--- src/rtl/inst_loader_pkg.sv ---
`default_nettype none
// ============================================================================
// inst_loader_pkg : shared types and constants for the instruction loader
// Rev 1.0
// ============================================================================
package inst_loader_pkg;

    localparam int LEN_INST = 32;

    typedef enum logic [1:0] {
        LDR_IDLE   = 2'd0,
        LDR_HEADER = 2'd1,
        LDR_BODY   = 2'd2,
        LDR_FIN    = 2'd3
    } ldr_state_e;

    // Full 32-bit count against 2**addr_w; widened so the capacity itself fits.
    function automatic logic hdr_oversize(input logic [31:0] n, input int addr_w);
        return {1'b0, n} > (33'd1 << addr_w);
    endfunction

endpackage
`default_nettype wire

--- src/rtl/byte_packer.sv ---
`default_nettype none
// ============================================================================
// byte_packer : big-endian 4-byte to 32-bit word assembler
// Rev 1.0
// ============================================================================
module byte_packer
    import inst_loader_pkg::*;
(
    input  logic                clk,
    input  logic                rstn,
    input  logic [7:0]          rx_data,
    input  logic                rx_valid,
    input  logic                clear,
    output logic [LEN_INST-1:0] word,
    output logic                word_valid
);

    logic [1:0]          cnt_q, cnt_d;
    logic [LEN_INST-1:0] shift_q, shift_d;

    always_comb begin
        cnt_d   = cnt_q;
        shift_d = shift_q;
        if (clear) begin
            cnt_d   = 2'd0;
            shift_d = '0;
        end else if (rx_valid) begin
            cnt_d   = cnt_q + 2'd1;
            shift_d = {shift_q[LEN_INST-9:0], rx_data};
        end
    end

    temp_reg #(.WIDTH(2)) u_cnt (
        .clk(clk), .rstn(rstn), .enable(1'b1), .next(cnt_d), .q(cnt_q)
    );

    temp_reg #(.WIDTH(LEN_INST)) u_shift (
        .clk(clk), .rstn(rstn), .enable(1'b1), .next(shift_d), .q(shift_q)
    );

    // The completed word is presented combinationally on its 4th byte.
    assign word       = {shift_q[LEN_INST-9:0], rx_data};
    assign word_valid = rx_valid & ~clear & (cnt_q == 2'd3);

endmodule
`default_nettype wire

--- src/rtl/temp_reg.sv ---
`default_nettype none
// ============================================================================
// temp_reg : enabled register, asynchronous active-low clear to zero
// Rev 1.0
// ============================================================================
module temp_reg #(
    parameter int WIDTH = 1
) (
    input  logic             clk,
    input  logic             rstn,
    input  logic             enable,
    input  logic [WIDTH-1:0] next,
    output logic [WIDTH-1:0] q
);

    always_ff @(posedge clk or negedge rstn) begin
        if (!rstn) begin
            q <= '0;
        end else if (enable) begin
            q <= next;
        end
    end

endmodule
`default_nettype wire

--- src/rtl/inst_loader.sv ---
`default_nettype none
// ============================================================================
// inst_loader : boot-time loader streaming UART bytes into instruction memory
// Rev 1.0
// ============================================================================
module inst_loader
    import inst_loader_pkg::*;
#(
    parameter int LEN_MEMISTR_ADDR = 15
) (
    input  logic                        clk,
    input  logic                        rstn,
    input  logic                        order,
    output logic                        accepted,
    output logic                        done,
    output logic                        err,
    output logic [LEN_MEMISTR_ADDR:0]   n_inst,
    input  logic [7:0]                  rx_data,
    input  logic                        rx_valid,
    output logic [LEN_MEMISTR_ADDR-1:0] a_inst_mem,
    output logic [LEN_INST-1:0]         d_inst_mem,
    output logic                        we_inst_mem
);

    localparam int AW = LEN_MEMISTR_ADDR;

    logic [1:0]          state_raw_q;
    ldr_state_e          state_q, state_d;
    logic                err_q, err_d;
    logic [AW:0]         wcnt_q, wcnt_d;
    logic [AW:0]         ntot_q, ntot_d;
    logic                we_q, we_d;
    logic [AW-1:0]       addr_q, addr_d;
    logic [LEN_INST-1:0] data_q, data_d;

    logic                busy;
    logic                take;
    logic [LEN_INST-1:0] pk_word;
    logic                pk_valid;

    assign state_q  = ldr_state_e'(state_raw_q);
    assign busy     = (state_q != LDR_IDLE);
    assign accepted = order & ~busy;
    assign take     = rx_valid & ((state_q == LDR_HEADER) | (state_q == LDR_BODY));

    byte_packer u_packer (
        .clk        (clk),
        .rstn       (rstn),
        .rx_data    (rx_data),
        .rx_valid   (take),
        .clear      (accepted),
        .word       (pk_word),
        .word_valid (pk_valid)
    );

    always_comb begin
        state_d = state_q;
        err_d   = err_q;
        wcnt_d  = wcnt_q;
        ntot_d  = ntot_q;
        we_d    = 1'b0;
        addr_d  = addr_q;
        data_d  = data_q;
        case (state_q)
            LDR_IDLE: begin
                if (accepted) begin
                    state_d = LDR_HEADER;
                    err_d   = 1'b0;
                    wcnt_d  = '0;
                    ntot_d  = '0;
                end
            end
            LDR_HEADER: begin
                if (pk_valid) begin
                    if (hdr_oversize(pk_word, AW)) begin
                        err_d   = 1'b1;
                        state_d = LDR_FIN;
                    end else if (pk_word == '0) begin
                        state_d = LDR_FIN;
                    end else begin
                        ntot_d  = pk_word[AW:0];
                        state_d = LDR_BODY;
                    end
                end
            end
            LDR_BODY: begin
                // Leave only once the final write is on the bus, so done trails it by one cycle.
                if (we_q && (wcnt_q == ntot_q)) begin
                    state_d = LDR_FIN;
                end else if (pk_valid && (wcnt_q != ntot_q)) begin
                    we_d   = 1'b1;
                    addr_d = wcnt_q[AW-1:0];
                    data_d = pk_word;
                    wcnt_d = wcnt_q + 1'b1;
                end
            end
            LDR_FIN: begin
                state_d = LDR_IDLE;
            end
            default: begin
                state_d = LDR_IDLE;
            end
        endcase
    end

    temp_reg #(.WIDTH(2)) u_state (
        .clk(clk), .rstn(rstn), .enable(1'b1), .next(state_d), .q(state_raw_q)
    );

    temp_reg #(.WIDTH(1)) u_err (
        .clk(clk), .rstn(rstn), .enable(1'b1), .next(err_d), .q(err_q)
    );

    temp_reg #(.WIDTH(AW+1)) u_wcnt (
        .clk(clk), .rstn(rstn), .enable(1'b1), .next(wcnt_d), .q(wcnt_q)
    );

    temp_reg #(.WIDTH(AW+1)) u_ntot (
        .clk(clk), .rstn(rstn), .enable(1'b1), .next(ntot_d), .q(ntot_q)
    );

    temp_reg #(.WIDTH(1)) u_we (
        .clk(clk), .rstn(rstn), .enable(1'b1), .next(we_d), .q(we_q)
    );

    temp_reg #(.WIDTH(AW)) u_addr (
        .clk(clk), .rstn(rstn), .enable(1'b1), .next(addr_d), .q(addr_q)
    );

    temp_reg #(.WIDTH(LEN_INST)) u_data (
        .clk(clk), .rstn(rstn), .enable(1'b1), .next(data_d), .q(data_q)
    );

    assign done        = (state_q == LDR_FIN);
    assign err         = err_q;
    assign n_inst      = wcnt_q;
    assign a_inst_mem  = addr_q;
    assign d_inst_mem  = data_q;
    assign we_inst_mem = we_q;

endmodule
`default_nettype wire

--- config.mk ---
export PLATFORM = sky130hd
export DESIGN_NAME = inst_loader
export DESIGN_NICKNAME = d
export VERILOG_FILES = /design/src/rtl/inst_loader_pkg.sv /design/src/rtl/byte_packer.sv /design/src/rtl/temp_reg.sv /design/src/rtl/inst_loader.sv
export SDC_FILE = /design/constraint.sdc
export NUM_CORES = 1
export LEC_CHECK = 0
export CAP_MARGIN = 20
export CORE_MARGIN = 2
export CORE_UTILIZATION = 54
export CTS_CLUSTER_SIZE = 20
export DETAILED_ROUTE_END_ITERATION = 10
export PLACE_DENSITY = 0.85
export SLEW_MARGIN = 0
export SYNTH_ARGS = -nofsm -noshare
export SYNTH_HDL_FRONTEND = slang
export SYNTH_SLANG_ARGS = --single-unit
--- constraint.sdc ---
create_clock -name clk -period 2.65 [get_ports clk]
set_input_delay 0.795 -clock clk [delete_from_list [all_inputs] [get_ports clk]]
set_output_delay 0.795 -clock clk [all_outputs]
set_load 0.05 [all_outputs]
==> flow_summary.toml <==
[status]
outcome = "complete, no violations"

[layout]
areaGrowthSynthToFinish_pct = 26.2
final_util_pct = 69.7
fin_nets = 567
final_area_mm2 = 0.00638
n_fill_cell = 625
diodes = 0
drive_above_1_share_pct = 18.2

[worst_setup_path]
path_buf_inv = 1
required_ns = 1.86
reg2reg_setup_slack_ns = 0.29
path_depth = 1
worst_path_max_delay_cell = "clkdlybuf4s50_1"
crit_path_end_kind = "output pin"
critPathKind = "reg2out"
cp_cell_sequence = "clkdlybuf4s50_1"
startpoint_type = "register"
path_delay_family = "buffers and inverters"
r2r_cells = 7
slowest_delay_ns = 0.87
crit_arrival_ns = 1.81
path_max_fanout = 8

[job]
maxCapViolations = 0

[drt]
vias = 3881
drtAntennaViolNets = 0
wl_mm = 11.9
wl_per_cell_um = 17.9
dr.pass1.iters = 4
drc = 0
detail_route.iter0.violations = 209
vias_per_cell = 5.84

[global_route]
grt_overflow = 0
antenna_found_initial = 0
grt_max_degree = 49
grt_pass1_vias = 3743
grt_pass1_wl_mm = 19.1
grt.total_usage_pct = 24.5

[place]
place_congestion = 0.900
portBuffers = 78
hpwlAfterDp_mm = 8.43
placed_area_mm2 = 0.00614
pre_cts_ws_ns = -0.0966

[timing]
slew_viol_final = 0
skew_ns = 0.00854
timing.fmax_mhz = 384
rsz0062_at_grt = "no"
finalCritPeriodShare_pct = 98.3
final-setup-viol-count = 0
hold_viol_final = 0
worst_pin_slew_ns = 0.640
fin_crit_ns = 2.61
fin_ws_ns = 0.0441
max_slew_margin_pct = 57.3

[clock_network]
cts_buffer_depth = 2
clkTransAtPathRegs_ns = 0.10
h-tree-depth = 3
cts_inserted_buffers = 9
root_buffer = "clkbuf_8"
clock_latency_ns = 0.38
cts.sinks = 109
cts_tree = "done"
postCtsSetupRepairBufs = 0
cts.hold.buffers_added = 0

[power_and_ir_drop]
swShare_pct = 42.5
combinationalPowerShare_pct = 42.8
p_int_mw = 3.55
powerDensity_mw_per_mm2 = 968
vdd_drop_max_mv = 0.616
switching_power_mw = 2.62
p_leak_nw = 2.93
pwr-share-clk_pct = 18.7
p_seq_share_pct = 38.5

[yosys]
synth_seq_area_share_pct = 53.9
yosysMostFrequentCell = "dfrtp_1"
synthesis.area_mm2 = 0.00506
ys.warnings.count = 0
synthArstFlopShare_pct = 100
yosysUniqueCellTypes = 42
ys_ff_latch = 109
synth_ff_type = "dfrtp_1"
synth_edf_count = 0
synth.top_cell.area_share_pct = 53.9
avgSynthCellArea_um2 = 11.2
synth_common_cells = "109 x dfrtp_1, 81 x nand2_1, 34 x a21oi_1, 29 x mux2_2, 24 x inv_1"
synthCells = 453
yosys.area.top_type = "dfrtp_1"
ys_top_cells_by_area = "dfrtp_1 54%, mux2_2 6.5%, nand2_1 6.0%, mux2_4 5.6%, mux2i_1 4.0%"
syn-num-nets = 471

[floorplanning]
core_mm2 = 0.00915
pin_count = 79
die_w_um = 101
fp.dieArea_mm2 = 0.0102
die_h_um = 101
start_util_pct = 55.2
fp-row-count = 35

[worst_hold_path]
hold_class = "in2async"
==> cell usage in the layout, fill, tap and decap left out, types with 3 or more instances in the layout <==
cell type / synthesis / layout
or4_1: 5 / 5
nand2b_1: 3 / 3
buf_4: 0 / 29
clkbuf_8: 0 / 9
nand3_1: 7 / 7
mux2i_1: 20 / 20
nor2_1: 6 / 6
nor4_1: 10 / 9
mux2_2: 29 / 29
o31ai_1: 4 / 4
ha_1: 6 / 6
nand2_1: 81 / 80
a21oi_1: 34 / 34
or3_1: 5 / 5
o311ai_0: 3 / 3
clkdlybuf4s50_1: 0 / 74
inv_1: 24 / 24
nand4_1: 10 / 10
dfrtp_1: 109 / 109
xnor2_1: 17 / 17
buf_12: 0 / 4
o21ai_0: 6 / 6
o211ai_1: 7 / 7
mux2_4: 19 / 19
==> repair_timing <==
item,in CTS,in global routing
hold endpoints to repair,0,0
endpoints found under the setup margin,0,3
resized for setup,0,3
==> per-stage QoR <==
step / instances / setup TNS [ns] / total power [mW] / hold slack, ns
floorplan: 453 / 0 / 4.11 / 0.499
global placement: 649 / -0.110 / 4.92 / 0.492
detailed placement: 649 / -0.796 / 5.01 / 0.495
CTS: 665 / 0 / 6.16 / 0.447
global route: 665 / 0 / 6.49 / 0.459
finish: 665 / 0 / 6.17 / 0.418
==> sequential cells by signal, summed over array words and instances (netlist names) <==
| signal | count |
|---|---|
| u_we.q | 1 |
| u_err.q | 1 |
| u_packer.u_shift.q | 24 |
| u_ntot.q | 16 |
| u_wcnt.q | 16 |
| u_state.q | 2 |
| u_data.q | 32 |
| u_packer.u_cnt.q | 2 |
| u_addr.q | 15 |
==> worst reg2reg max path, delay by kind of cell, from the launching register on <==
| family | cells | cell delay (ns) |
|---|---|---|
| AND/OR/NAND/NOR | 4 | 1.30 |
| flip-flops | 1 | 0.44 |
| adder cells (fa/ha/maj) | 1 | 0.29 |
| AO/OA/AOI/OAI | 1 | 0.16 |
| buffers and inverters | 1 | 0.10 |
==> per-layer routing <==
layer  vias to the layer above  global-route usage (%)  routed length (um)  share of wire [%]
met5                         -                       0                   0                  0
met3                        27                    3.95                 574                4.8
met4                         0                    9.48                 280                2.4
li1                       1769                       -                   -                  -
met2                       146                    40.0                5970                 50
met1                      1939                    33.2                5050                 43
==> final cells by class <==
type                    count  area, um^2  area share (%)
flip-flops and latches    109        2730            42.8
clock inverters             7         105            1.65
clock buffers               9         124            1.94
well taps                 111         139            2.18
repair buffers            109        1060            16.7
inverters                  25        93.8            1.47
multi-input cells         295        2130            33.3
==> power by group through the flow <==
stage | clock [mW] | combinational [mW] | sequential (mW)
6_report | 1.15 | 2.64 | 2.38
5_1_grt | 1.25 | 2.81 | 2.43
4_1_cts | 1.16 | 2.63 | 2.37
3_5_place_dp | 0 | 2.61 | 2.40
3_3_place_gp | 0 | 2.53 | 2.39
2_1_floorplan | 0 | 1.18 | 2.93
==> path summary, 6_finish.rpt <==
kind	endpoint	start
max reg2reg	u_wcnt.q[12]	u_state.q[0]
min in group clk	u_addr.q[14]	u_addr.q[14]
max in group asynchronous	u_data.q[14]	rstn
max	n_inst[4]	u_wcnt.q[4]
min reg2reg	u_addr.q[14]	u_addr.q[14]
min	u_addr.q[9]	rstn
==> cells by family after synthesis <==
group           share of synthesized area, %
mux                                     16.1
flops                                   53.9
simple gates                            13.1
xor+xnor                                2.94
buf+inv                                 4.28
fa+ha+maj                               1.48
compound gates                          8.14
Power figures use the tool's default switching activity.
